--- config.mk ---
export PLATFORM = sky130hd
export DESIGN_NAME = mult_pipe
export DESIGN_NICKNAME = d
export VERILOG_FILES = /design/src/rtl/mult_pkg.sv /design/src/rtl/mult_half.sv /design/src/rtl/mult_pipe.sv
export SDC_FILE = /design/constraint.sdc
export NUM_CORES = 1
export LEC_CHECK = 0
export CORE_MARGIN = 1.5
export CORE_UTILIZATION = 51
export CTS_CLUSTER_DIAMETER = 80
export DETAILED_ROUTE_END_ITERATION = 7
export PLACE_DENSITY_LB_ADDON = 0.3
export SYNTH_ARGS = -nofsm -noshare
export SYNTH_HDL_FRONTEND = slang
export SYNTH_HIERARCHICAL = 1
export SYNTH_SLANG_ARGS = --single-unit
--- constraint.sdc ---
create_clock -name clk -period 4.8 [get_ports clk]
set_input_delay 0.72 -clock clk [delete_from_list [all_inputs] [get_ports clk]]
set_output_delay 0.72 -clock clk [all_outputs]
set_load 0.02 [all_outputs]
--- src/rtl/mult_pkg.sv ---
// ---------------------------------------------------------------------------
// mult_pkg
// Shared constants for the pipelined unsigned multiplier.
//   DEF_WIDTH   : default operand width in bits (must be even)
//   DEF_LATENCY : default number of register stages, operand capture to p
//   HALF        : width of one operand half at the default width
//   PWIDTH      : full product width at the default width
// ---------------------------------------------------------------------------
package mult_pkg;

    localparam int DEF_WIDTH   = 16;
    localparam int DEF_LATENCY = 3;
    localparam int HALF        = DEF_WIDTH / 2;
    localparam int PWIDTH      = 2 * DEF_WIDTH;

endpackage

--- src/rtl/mult_half.sv ---
// ---------------------------------------------------------------------------
// mult_half
// Purely combinational HW x HW unsigned multiplier used for one partial
// product of the split-operand datapath.
//   i_a : HW-bit unsigned operand
//   i_b : HW-bit unsigned operand
//   o_p : 2*HW-bit unsigned product, never truncated
// ---------------------------------------------------------------------------
module mult_half
    import mult_pkg::*;
#(
    parameter int HW = HALF
) (
    input  logic [HW-1:0]   i_a,
    input  logic [HW-1:0]   i_b,
    output logic [2*HW-1:0] o_p
);

    // Zero-extend both operands first so the product is computed at the
    // full output width rather than at the operand width.
    assign o_p = {{HW{1'b0}}, i_a} * {{HW{1'b0}}, i_b};

endmodule

--- src/rtl/mult_pipe.sv ---
// ---------------------------------------------------------------------------
// mult_pipe
// Fully pipelined unsigned WIDTH x WIDTH multiplier, one product per clock.
// Operands sampled at edge k appear on p just after edge k+LATENCY-1.
//   clk : single clock, rising edge
//   rst : asynchronous active-high reset, clears every stage including p
//   a   : WIDTH-bit unsigned multiplicand
//   b   : WIDTH-bit unsigned multiplier
//   p   : 2*WIDTH-bit registered unsigned product
// Stages: operand registers, four registered half-width partial products,
// registered shifted sum, and an optional extra output register.
// LATENCY=2 drops the partial-product registers, LATENCY=4 adds the extra
// output register.
// ---------------------------------------------------------------------------
module mult_pipe
    import mult_pkg::*;
#(
    parameter int WIDTH   = DEF_WIDTH,
    parameter int LATENCY = DEF_LATENCY
) (
    input  logic               clk,
    input  logic               rst,
    input  logic [WIDTH-1:0]   a,
    input  logic [WIDTH-1:0]   b,
    output logic [2*WIDTH-1:0] p
);

    localparam int HW = WIDTH / 2;
    localparam int PW = 2 * WIDTH;

    if ((WIDTH % 2) != 0 || WIDTH < 4) begin : g_bad_width
        $error("mult_pipe: WIDTH must be even and at least 4");
    end
    if (LATENCY < 2 || LATENCY > 4) begin : g_bad_latency
        $error("mult_pipe: LATENCY must be 2, 3 or 4");
    end

    logic [WIDTH-1:0] r_a;
    logic [WIDTH-1:0] r_b;

    always_ff @(posedge clk or posedge rst) begin
        if (rst) begin
            r_a <= '0;
            r_b <= '0;
        end else begin
            r_a <= a;
            r_b <= b;
        end
    end

    logic [WIDTH-1:0] w_ll;
    logic [WIDTH-1:0] w_lh;
    logic [WIDTH-1:0] w_hl;
    logic [WIDTH-1:0] w_hh;

    mult_half #(.HW(HW)) u_ll (.i_a(r_a[HW-1:0]),     .i_b(r_b[HW-1:0]),     .o_p(w_ll));
    mult_half #(.HW(HW)) u_lh (.i_a(r_a[HW-1:0]),     .i_b(r_b[WIDTH-1:HW]), .o_p(w_lh));
    mult_half #(.HW(HW)) u_hl (.i_a(r_a[WIDTH-1:HW]), .i_b(r_b[HW-1:0]),     .o_p(w_hl));
    mult_half #(.HW(HW)) u_hh (.i_a(r_a[WIDTH-1:HW]), .i_b(r_b[WIDTH-1:HW]), .o_p(w_hh));

    // Partial products feeding the final adder: taken straight from the
    // half multipliers when stages 2 and 3 are merged, otherwise registered.
    logic [WIDTH-1:0] w_sll;
    logic [WIDTH-1:0] w_slh;
    logic [WIDTH-1:0] w_shl;
    logic [WIDTH-1:0] w_shh;

    if (LATENCY == 2) begin : g_merged
        assign w_sll = w_ll;
        assign w_slh = w_lh;
        assign w_shl = w_hl;
        assign w_shh = w_hh;
    end else begin : g_pp_regs
        logic [WIDTH-1:0] r_ll;
        logic [WIDTH-1:0] r_lh;
        logic [WIDTH-1:0] r_hl;
        logic [WIDTH-1:0] r_hh;

        always_ff @(posedge clk or posedge rst) begin
            if (rst) begin
                r_ll <= '0;
                r_lh <= '0;
                r_hl <= '0;
                r_hh <= '0;
            end else begin
                r_ll <= w_ll;
                r_lh <= w_lh;
                r_hl <= w_hl;
                r_hh <= w_hh;
            end
        end

        assign w_sll = r_ll;
        assign w_slh = r_lh;
        assign w_shl = r_hl;
        assign w_shh = r_hh;
    end

    // The two cross terms can carry one bit beyond WIDTH, so they are summed
    // at WIDTH+1 bits before being placed HW bits up in the product.
    logic [WIDTH:0] w_cross;
    logic [PW-1:0]  w_sum;

    assign w_cross = {1'b0, w_slh} + {1'b0, w_shl};
    assign w_sum   = {w_shh, {WIDTH{1'b0}}}
                   + {{(HW-1){1'b0}}, w_cross, {HW{1'b0}}}
                   + {{WIDTH{1'b0}}, w_sll};

    logic [PW-1:0] r_sum;

    always_ff @(posedge clk or posedge rst) begin
        if (rst) begin
            r_sum <= '0;
        end else begin
            r_sum <= w_sum;
        end
    end

    if (LATENCY == 4) begin : g_out_reg
        logic [PW-1:0] r_out;

        always_ff @(posedge clk or posedge rst) begin
            if (rst) begin
                r_out <= '0;
            end else begin
                r_out <= r_sum;
            end
        end

        assign p = r_out;
    end else begin : g_no_out_reg
        assign p = r_sum;
    end

endmodule

==> results of run 1 <==
per-stage QoR:
stage,utilization,total power [uW],hold slack [ns],instances
after global routing,0.586,10600,0.344,1806
after floorplan,-,6800,0.331,1368
after CTS,0.585,9670,0.348,1806
final,0.586,9640,0.348,1807
after detailed placement,0.564,8320,0.335,1774
after global placement,0.564,8180,0.333,1774
sequential cells by signal (all words and copies together), names as in the netlist:
name	count
g_pp_regs.r_hl	16
r_b	16
p	32
g_pp_regs.r_ll	16
g_pp_regs.r_lh	16
r_a	16
g_pp_regs.r_hh	16
routing by layer:
metal	vias to the layer above	share of wire	routed length, um
met1	4799	0.48	14300
met4	0	0.021	637
met2	273	0.45	13300
met5	-	0	0
li1	4672	-	-
met3	38	0.049	1470
cells by family after synthesis:
logic type | after synthesis | synth area share
AO/OA/AOI/OAI | 192 | 0.101
XOR/XNOR | 69 | 0.0446
adder cells (fa/ha/maj) | 326 | 0.382
buffers and inverters | 210 | 0.0582
flip-flops | 128 | 0.236
multiplexers | 2 | 0.00148
AND/OR/NAND/NOR | 441 | 0.177
where the power goes:
part / switching (uW) / internal [uW] / leakage, uW / total [uW]
clock network: 588 / 687 / 0.000268 / 1270
logic: 3760 / 2880 / 0.00581 / 6640
registers: 217 / 1520 / 0.00151 / 1730
timing repair:
| action | 4_1_cts | 5_1_grt |
|---|---|---|
| endpoints found under the setup margin | 0 | 8 |
| resized for setup | 0 | 9 |
| hold buffers | 0 | 0 |
cells in the mapped netlist (all sizes together) (2+ instances only):
| cell type | instances |
|---|---|
| nand2 | 111 |
| xnor2 | 45 |
| or4 | 3 |
| a21o | 15 |
| nor2b | 10 |
| o21ai | 34 |
| xor2 | 24 |
| and2b | 2 |
| o22a | 3 |
| a2111o | 2 |
| o211ai | 7 |
| a21boi | 3 |
| o21bai | 3 |
| fa | 146 |
| nand4 | 9 |
| ha | 180 |
| o2111ai | 4 |
| nor3 | 24 |
| o311ai | 7 |
| nand2b | 5 |
| a211o | 10 |
| nor3b | 4 |
| a221oi | 2 |
| nor4 | 6 |
| or2 | 2 |
| dfrtp | 128 |
| nand3 | 10 |
| a2111oi | 2 |
| and3 | 16 |
| inv | 207 |
| o31ai | 2 |
| a21oi | 55 |
| o21a | 19 |
| a31oi | 9 |
| nand4b | 2 |
| clkbuf | 3 |
| and2 | 191 |
| mux2i | 2 |
| nor2 | 43 |
| a211oi | 9 |
worst min path at each step:
stage / from / to / cells after the start
after global routing: g_pp_regs.r_ll[1]$_DFF_PP0_ / p[1]$_DFF_PP0_ / 0
final: g_pp_regs.r_ll[5]$_DFF_PP0_ / p[5]$_DFF_PP0_ / 0
after floorplan: g_pp_regs.r_ll[0]$_DFF_PP0_ / p[0]$_DFF_PP0_ / 0
after CTS: g_pp_regs.r_ll[1]$_DFF_PP0_ / p[1]$_DFF_PP0_ / 0
after detailed placement: g_pp_regs.r_ll[6]$_DFF_PP0_ / p[6]$_DFF_PP0_ / 0
after global placement: g_pp_regs.r_ll[5]$_DFF_PP0_ / p[5]$_DFF_PP0_ / 0
final cells by class:
| cell class | instances | area, um2 | area share |
|---|---|---|---|
| diodes | 1 | 2.50 | 0.000164 |
| inverters | 207 | 782 | 0.0512 |
| well taps | 335 | 419 | 0.0275 |
| flip-flops and latches | 128 | 3210 | 0.210 |
| multi-input cells | 1030 | 9570 | 0.626 |
| repair buffers | 74 | 718 | 0.0470 |
| clock buffers | 17 | 425 | 0.0279 |
| clock inverters | 15 | 144 | 0.00942 |
worst register-to-register path, stage by stage (launching register included):
cell and delay [ns]:
dfrtp_1 0.58, and2_1 0.29, fa_1 0.50, inv_1 0.05, fa_1 0.47, inv_1 0.05, fa_1 0.52, inv_1 0.05
fa_1 0.53, inv_1 0.04, ha_1 0.35, o21a_1 0.15, o31a_4 0.14, o311ai_1 0.36, nand4b_1 0.18, o311ai_0 0.15
==> results.toml, run 1 <==
[clock_tree]
post-cts-setup-buffer-count = 0
cts_htree_levels = 4
insertion_delay_ns = 0.43
clk_pin_slew_worst_paths_ns = 0.07
cts_buffer_depth = 2
cts.sinks = 128
root_buffer = "clkbuf_16"
cts_inserted_buffers = 17
cts_tree = "done"

[setup_path]
worstSetupEndpointType = "register"
critPathBufInv = 4
cp.required_ns = 5.08
cp_slowest_cell = "dfrtp_1"
cp-startpoint = "r_a[4]$_DFF_PP0_"
worst-r2r-setup-slack_ns = 0.25
crit_chain = "and2_1 -> fa_1 -> inv_1 -> fa_1 -> inv_1 -> fa_1 -> inv_1 -> fa_1 -> inv_1 -> ha_1 -> o21a_1 -> o31a_4 -> o311ai_1 -> nand4b_1 -> o311ai_0"
max_stage_delay_ns = 0.58
cp.arrival_ns = 4.83
rr_endpoint = "g_pp_regs.r_lh[13]$_DFF_PP0_"
crit_family = "adder cells"
r2r_cells = 15
cp-start-kind = "register"
cp_num_cells = 15
path_class = "register to register"
endpoint = "g_pp_regs.r_lh[13]$_DFF_PP0_"
cp_max_fo = 16
crit-reg2reg-launch = "r_a[4]$_DFF_PP0_"

[route]
vias_per_cell = 5.41
drc = 0
drtIter0Drc = 583
wirelength_mm = 29.7
ant_nets = 0
routed-via-count = 9782
firstDrtPassIters = 5
wl_per_cell_um = 16.4

[flow_run]
cap_violations = 0

[floorplanning]
fp-row-count = 59
top_level_ports = 66
die_h_um = 166
coreArea_um2 = 26100
die-area_um2 = 27600
start_util = 0.520
die-width_um = 166

[sta]
finalHoldViolations = 0
setup_ws_ns = 0.251
period_needed_ns = 4.55
setup_viol_count_final = 0
slew_headroom = 0.469
rsz0062_at_grt = "false"
fmax_ghz = 0.220
period_share = 0.948
slew_violations = 0
skew_ns = 0.0137
tns_ns = 0
worst_pin_slew_ns = 0.797

[yosys]
synth_area_per_cell_um2 = 9.91
yosysTopAreaCell = "dfrtp_1"
synth_nets = 1728
ys.flop_type = "dfrtp_1"
netlist_area_um2 = 13600
synth_seq_area_share = 0.236
synth_cells = 1368
ys_types = 65
synth-edff-count = 0
synthArstFlopShare = 1.00
ys_warn_count = 6
synth_area_leaders = "dfrtp_1 24%, fa_1 22%, ha_1 17%"
ys_ff_latch = 128
synth.top_cell.area_share = 0.236

[finish]
syn_to_final_growth_pct = 12.6
layout.cells.most_common = "inv_1"
fin_area_um2 = 15300
fillers = 2235
drive_gt1_frac = 0.0564
nets = 1818
final_cell_mix = "206 x inv_1, 190 x and2_1, 180 x ha_1, 146 x fa_1, 120 x dfrtp_1"

[placed_design]
gp_congestion = 0.851
port_buffers = 65
place_hpwl_mm = 23.1
place_area_um2 = 14700
pre_cts_ws_ns = 0.0440

[global_routing]
busiest_layer = "met2"
grt_pass1_vias = 10300
grt_overflow_total = 0
met2_usage = 0.361
grt_use_total = 0.228
antenna_found_initial = 0
grtUsageMet3 = 0.0331
grtUsageMet1 = 0.327
grt_max_degree = 92
grt_pass1_wl_mm = 50.8

[power_and_ir_drop]
power_density_nw_per_um2 = 632
p_leak_uw = 0.00758
irDropWorstVdd_mv = 0.574

[status]
outcome = "finished clean"

[worst_hold_path]
hold_path_class = "register to register"
No activity file was read; power rests on OpenSTA's default activity.
==> run 2, diff against run 1 <==
--- a/config.mk
+++ b/config.mk
@@ -5,7 +5,6 @@
 export SDC_FILE = /design/constraint.sdc
 export NUM_CORES = 1
 export LEC_CHECK = 0
-export CORE_MARGIN = 1.5
 export CORE_UTILIZATION = 51
 export CTS_CLUSTER_DIAMETER = 80
 export DETAILED_ROUTE_END_ITERATION = 7
==> results.toml, run 2 (synthesis gave the netlist of run 1 again) <==
[power_and_ir_drop]
p_comb_frac = 0.684
seqPwrFrac = 0.179
power_density_nw_per_um2 = 634
p_leak_uw = 0.00762
irDropWorstVdd_mv = 0.615
p_switching_uw = 4560
swShare = 0.470
power.internal_uw = 5140
pwr-share-clk = 0.137

[setup_path]
worstSetupEndpointType = "register"
cp.arrival_ns = 4.88
cp.required_ns = 5.09
cp_slowest_cell = "dfrtp_1"
worst-r2r-setup-slack_ns = 0.22
cp_max_fo = 16
path_class = "register to register"
max_stage_delay_ns = 0.60
rr_endpoint = "g_pp_regs.r_lh[15]$_DFF_PP0_"
crit-reg2reg-launch = "r_b[12]$_DFF_PP0_"
critPathBufInv = 4
crit_chain = "and2_1 -> fa_1 -> inv_1 -> fa_1 -> inv_1 -> fa_1 -> inv_1 -> fa_1 -> inv_1 -> ha_1 -> o21a_1 -> o31a_4 -> o311ai_4 -> mux2i_1 -> nor3_1"
cp_num_cells = 15
cp-start-kind = "register"
crit_family = "adder cells"
r2r_cells = 15

[sta]
worst_pin_slew_ns = 0.901
tns_ns = 0
period_needed_ns = 4.58
fmax_ghz = 0.218
slew_headroom = 0.399
slew_violations = 0
rsz0062_at_grt = "false"
whs_ns = 0.346
period_share = 0.955
setup_viol_count_final = 0
skew_ns = 0.0166
finalHoldViolations = 0

[clock_tree]
root_buffer = "clkbuf_16"
cts_htree_levels = 4
holdBufCountCts = 0
cts_inserted_buffers = 17
cts.sinks = 128
post-cts-setup-buffer-count = 0
clk_pin_slew_worst_paths_ns = 0.08
cts_buffer_depth = 2
cts_tree = "done"
ctsResizeCount = 0
insertion_delay_ns = 0.43

[finish]
nets = 1820
syn_to_final_growth_pct = 12.8
finish.utilization = 0.587
fillers = 2233
diodes = 0
layout.cells.most_common = "inv_1"
drive_gt1_frac = 0.0530
final_cell_mix = "206 x inv_1, 190 x and2_1, 180 x ha_1, 146 x fa_1, 127 x dfrtp_1"
largest_reg_flops = 32

[placed_design]
place_hpwl_mm = 22.8
port_buffers = 65
gp_congestion = 0.840

[worst_hold_path]
min_to = "p[2]$_DFF_PP0_"
min_from = "g_pp_regs.r_ll[2]$_DFF_PP0_"
hold_path_class = "register to register"
min_path_cells = 0

[floorplanning]
die_h_um = 165
die-width_um = 165
start_util = 0.520
die-area_um2 = 27200
fp-row-count = 59
coreArea_um2 = 26100
top_level_ports = 66

[route]
ant_nets = 0
routed-via-count = 9751
drc = 0
wl_per_cell_um = 16.4
wirelength_mm = 29.7
drtIter0Drc = 611
firstDrtPassIters = 5
vias_per_cell = 5.39

[global_routing]
grt_use_total = 0.239
grt_max_degree = 105
antenna_found_initial = 0
grt_pass1_wl_mm = 50.0
grt_overflow_total = 0
grt_pass1_vias = 10200

[status]
outcome = "finished clean"

[flow_run]
cap_violations = 0
==> run 2: cell count changes in the layout (fill, tap and decap cells not counted), sizes merged <==
cell,before,now
clkinvlp,4,2
bufinv,0,1
buf,9,11
diode,1,0
clkinv,2,3
==> run 2: per-layer routing <==
| layer | share of wire | GRT usage | wire, um |
|---|---|---|---|
| met5 | 0 | 0 | 0 |
| met4 | 0.027 | 0.0863 | 807 |
| met3 | 0.055 | 0.0457 | 1640 |
| met2 | 0.45 | 0.372 | 13200 |
| met1 | 0.47 | 0.332 | 14100 |
==> run 2: cell type report <==
class / count / area (um2) / area share
clock inverters: 15 / 168 / 0.0110
repair buffers: 76 / 733 / 0.0479
flip-flops and latches: 128 / 3200 / 0.209
inverters: 207 / 782 / 0.0511
multi-input cells: 1030 / 9570 / 0.625
well taps: 335 / 419 / 0.0274
clock buffers: 17 / 425 / 0.0278
==> run 2: how the worst max path moves through the flow <==
stage	startpoint	slack (ns)	end
floorplan	rst	0.67	g_pp_regs.r_hh[0]$_DFF_PP0_
global placement	r_a[0]$_DFF_PP0_	0.26	g_pp_regs.r_ll[15]$_DFF_PP0_
detailed placement	r_a[0]$_DFF_PP0_	0.15	g_pp_regs.r_lh[15]$_DFF_PP0_
CTS	r_a[0]$_DFF_PP0_	0.12	g_pp_regs.r_lh[15]$_DFF_PP0_
global route	r_b[6]$_DFF_PP0_	0.03	g_pp_regs.r_ll[15]$_DFF_PP0_
finish	r_b[12]$_DFF_PP0_	0.22	g_pp_regs.r_lh[15]$_DFF_PP0_
==> run 2: worst reg2reg max path: stages (launching register included) <==
cell and delay (ns):
dfrtp_1 0.60, and2_1 0.29, fa_1 0.53, inv_1 0.05, fa_1 0.47, inv_1 0.06, fa_1 0.53, inv_1 0.05
fa_1 0.53, inv_1 0.05, ha_1 0.35, o21a_1 0.14, o31a_4 0.13, o311ai_4 0.23, mux2i_1 0.11, nor3_1 0.33
==> run 2: metrics by stage <==
| stage | power [uW] | std cells | setup WS [ns] | area, um2 |
|---|---|---|---|---|
| finish | 9700 | 1808 | 0.215 | 15300 |
| global route | 10700 | 1808 | 0.0310 | 15300 |
| CTS | 9730 | 1808 | 0.118 | 15300 |
| detailed placement | 8310 | 1776 | 0.149 | 14700 |
| global placement | 8170 | 1776 | 0.262 | 14700 |
| floorplan | 6800 | 1368 | 0.667 | 13600 |
==> run 2: power by group through the flow <==
stage	registers (uW)	logic [uW]	clock network [uW]
2_1_floorplan	1830	4980	0
3_3_place_gp	1750	6430	0
3_5_place_dp	1750	6550	0
4_1_cts	1740	6620	1370
5_1_grt	1770	7490	1410
6_report	1730	6630	1330
==> run 3, diff against run 2 <==
--- a/config.mk
+++ b/config.mk
@@ -5,6 +5,8 @@
 export SDC_FILE = /design/constraint.sdc
 export NUM_CORES = 1
 export LEC_CHECK = 0
+export CAP_MARGIN = 0
+export CORE_MARGIN = 2
 export CORE_UTILIZATION = 51
 export CTS_CLUSTER_DIAMETER = 80
 export DETAILED_ROUTE_END_ITERATION = 7
==> results.toml, run 3 (synthesis gave the netlist of run 1 again) <==
[status]
outcome = "finished clean"

[finish]
fillers = 2262
largest_reg_flops = 32
layout.cells.most_common = "inv_1"
fin_area_um2 = 15300
nets = 1818
diodes = 0
drive_gt1_frac = 0.0544
final_cell_mix = "206 x inv_1, 190 x and2_1, 180 x ha_1, 146 x fa_1, 123 x dfrtp_1"
syn_to_final_growth_pct = 12.6

[sta]
period_needed_ns = 4.57
rsz0062_at_grt = "false"
finalHoldViolations = 0
skew_ns = 0.0146
tns_ns = 0
slew_violations = 0
slew_headroom = 0.468
setup_viol_count_final = 0
fmax_ghz = 0.219
period_share = 0.952
worst_pin_slew_ns = 0.798
whs_ns = 0.351

[worst_hold_path]
min_path_cells = 0
hold_path_class = "register to register"

[global_routing]
grt_use_total = 0.232
grt_pass1_vias = 10400
grt_overflow_total = 0
grt_max_degree = 91
antenna_found_initial = 1
grt_pass1_wl_mm = 52.0

[placed_design]
place_hpwl_mm = 23.1
gp_congestion = 0.870
port_buffers = 65
place_area_um2 = 14700

[route]
wirelength_mm = 30.1
drc = 0
routed-via-count = 9816
vias_per_cell = 5.44
wl_per_cell_um = 16.7
drtIter0Drc = 590
firstDrtPassIters = 5
ant_nets = 0

[floorplanning]
top_level_ports = 66
fp-row-count = 59
die_h_um = 167
die-width_um = 167
start_util = 0.520
coreArea_um2 = 26100
die-area_um2 = 27900

[setup_path]
path_class = "register to register"
cp.required_ns = 5.14
r2r_cells = 14
cp_max_fo = 16
worstSetupEndpointType = "register"
cp-start-kind = "register"
cp.arrival_ns = 4.91
worst-r2r-setup-slack_ns = 0.23

[clock_tree]
insertion_delay_ns = 0.43
cts_inserted_buffers = 17
root_buffer = "clkbuf_16"
holdBufCountCts = 0
clk_pin_slew_worst_paths_ns = 0.07
cts_buffer_depth = 2
cts_htree_levels = 4
cts.sinks = 128
post-cts-setup-buffer-count = 0
cts_tree = "done"

[power_and_ir_drop]
irDropWorstVdd_mv = 0.457
p_leak_uw = 0.00758
power_density_nw_per_um2 = 633

[flow_run]
cap_violations = 0
[run 3: area by class of cell]
cell class	count	area, um2	share of cell area
Clock inverter	15	144	0.00943
Multi-Input combinational cell	1030	9570	0.627
Timing Repair Buffer	74	718	0.0471
Inverter	207	782	0.0512
Sequential cell	128	3210	0.210
Tap cell	335	419	0.0275
Clock buffer	17	425	0.0279
[run 3: per-layer routing]
layer | routed length, um | global-route usage
met3 | 1720 | 0.0356
met1 | 14200 | 0.332
met2 | 13600 | 0.366
met4 | 560 | 0.0682
met5 | 0 | 0
[run 3: worst max-delay path, cell delays in order (launching register included)]
cell and delay [ns]:
dfrtp_1 0.75, nand2_1 0.16, fa_1 0.50, fa_1 0.54, inv_1 0.06, fa_1 0.52, inv_1 0.05, fa_1 0.52
inv_1 0.04, ha_1 0.35, and2_4 0.17, a221oi_2 0.31, nand3_1 0.18, and3_1 0.19, a211oi_2 0.14
[run 3: final timing paths]
| check | end | from |
|---|---|---|
| max | g_pp_regs.r_ll[15]$_DFF_PP0_ | r_b[5]$_DFF_PP0_ |
| min | p[0]$_DFF_PP0_ | g_pp_regs.r_ll[0]$_DFF_PP0_ |
| min in group asynchronous | p[0]$_DFF_PP0_ | rst |
| max in group asynchronous | r_b[12]$_DFF_PP0_ | rst |
| max reg2reg | g_pp_regs.r_ll[15]$_DFF_PP0_ | r_b[5]$_DFF_PP0_ |
| min reg2reg | p[0]$_DFF_PP0_ | g_pp_regs.r_ll[0]$_DFF_PP0_ |
[run 3: through the flow]
step	cells	utilization	setup WS [ns]	total power, uW
final	1806	0.586	0.231	9660
after global routing	1806	0.586	0.00168	10600
after CTS	1806	0.585	0.115	9660
after detailed placement	1774	0.564	0.144	8300
after global placement	1774	0.564	0.250	8180
after floorplan	1368	-	0.667	6800
[run 3: report_power, final]
part	switching, uW	total (uW)	internal (uW)	leakage (uW)
logic	3760	6630	2880	0.00580
registers	224	1740	1520	0.00151
clock network	600	1290	688	0.000268
[run 3: repair_timing]
action                     CTS  global route
gates resized for setup      0             5
hold endpoints to repair     0             0
setup endpoints to repair    0             9
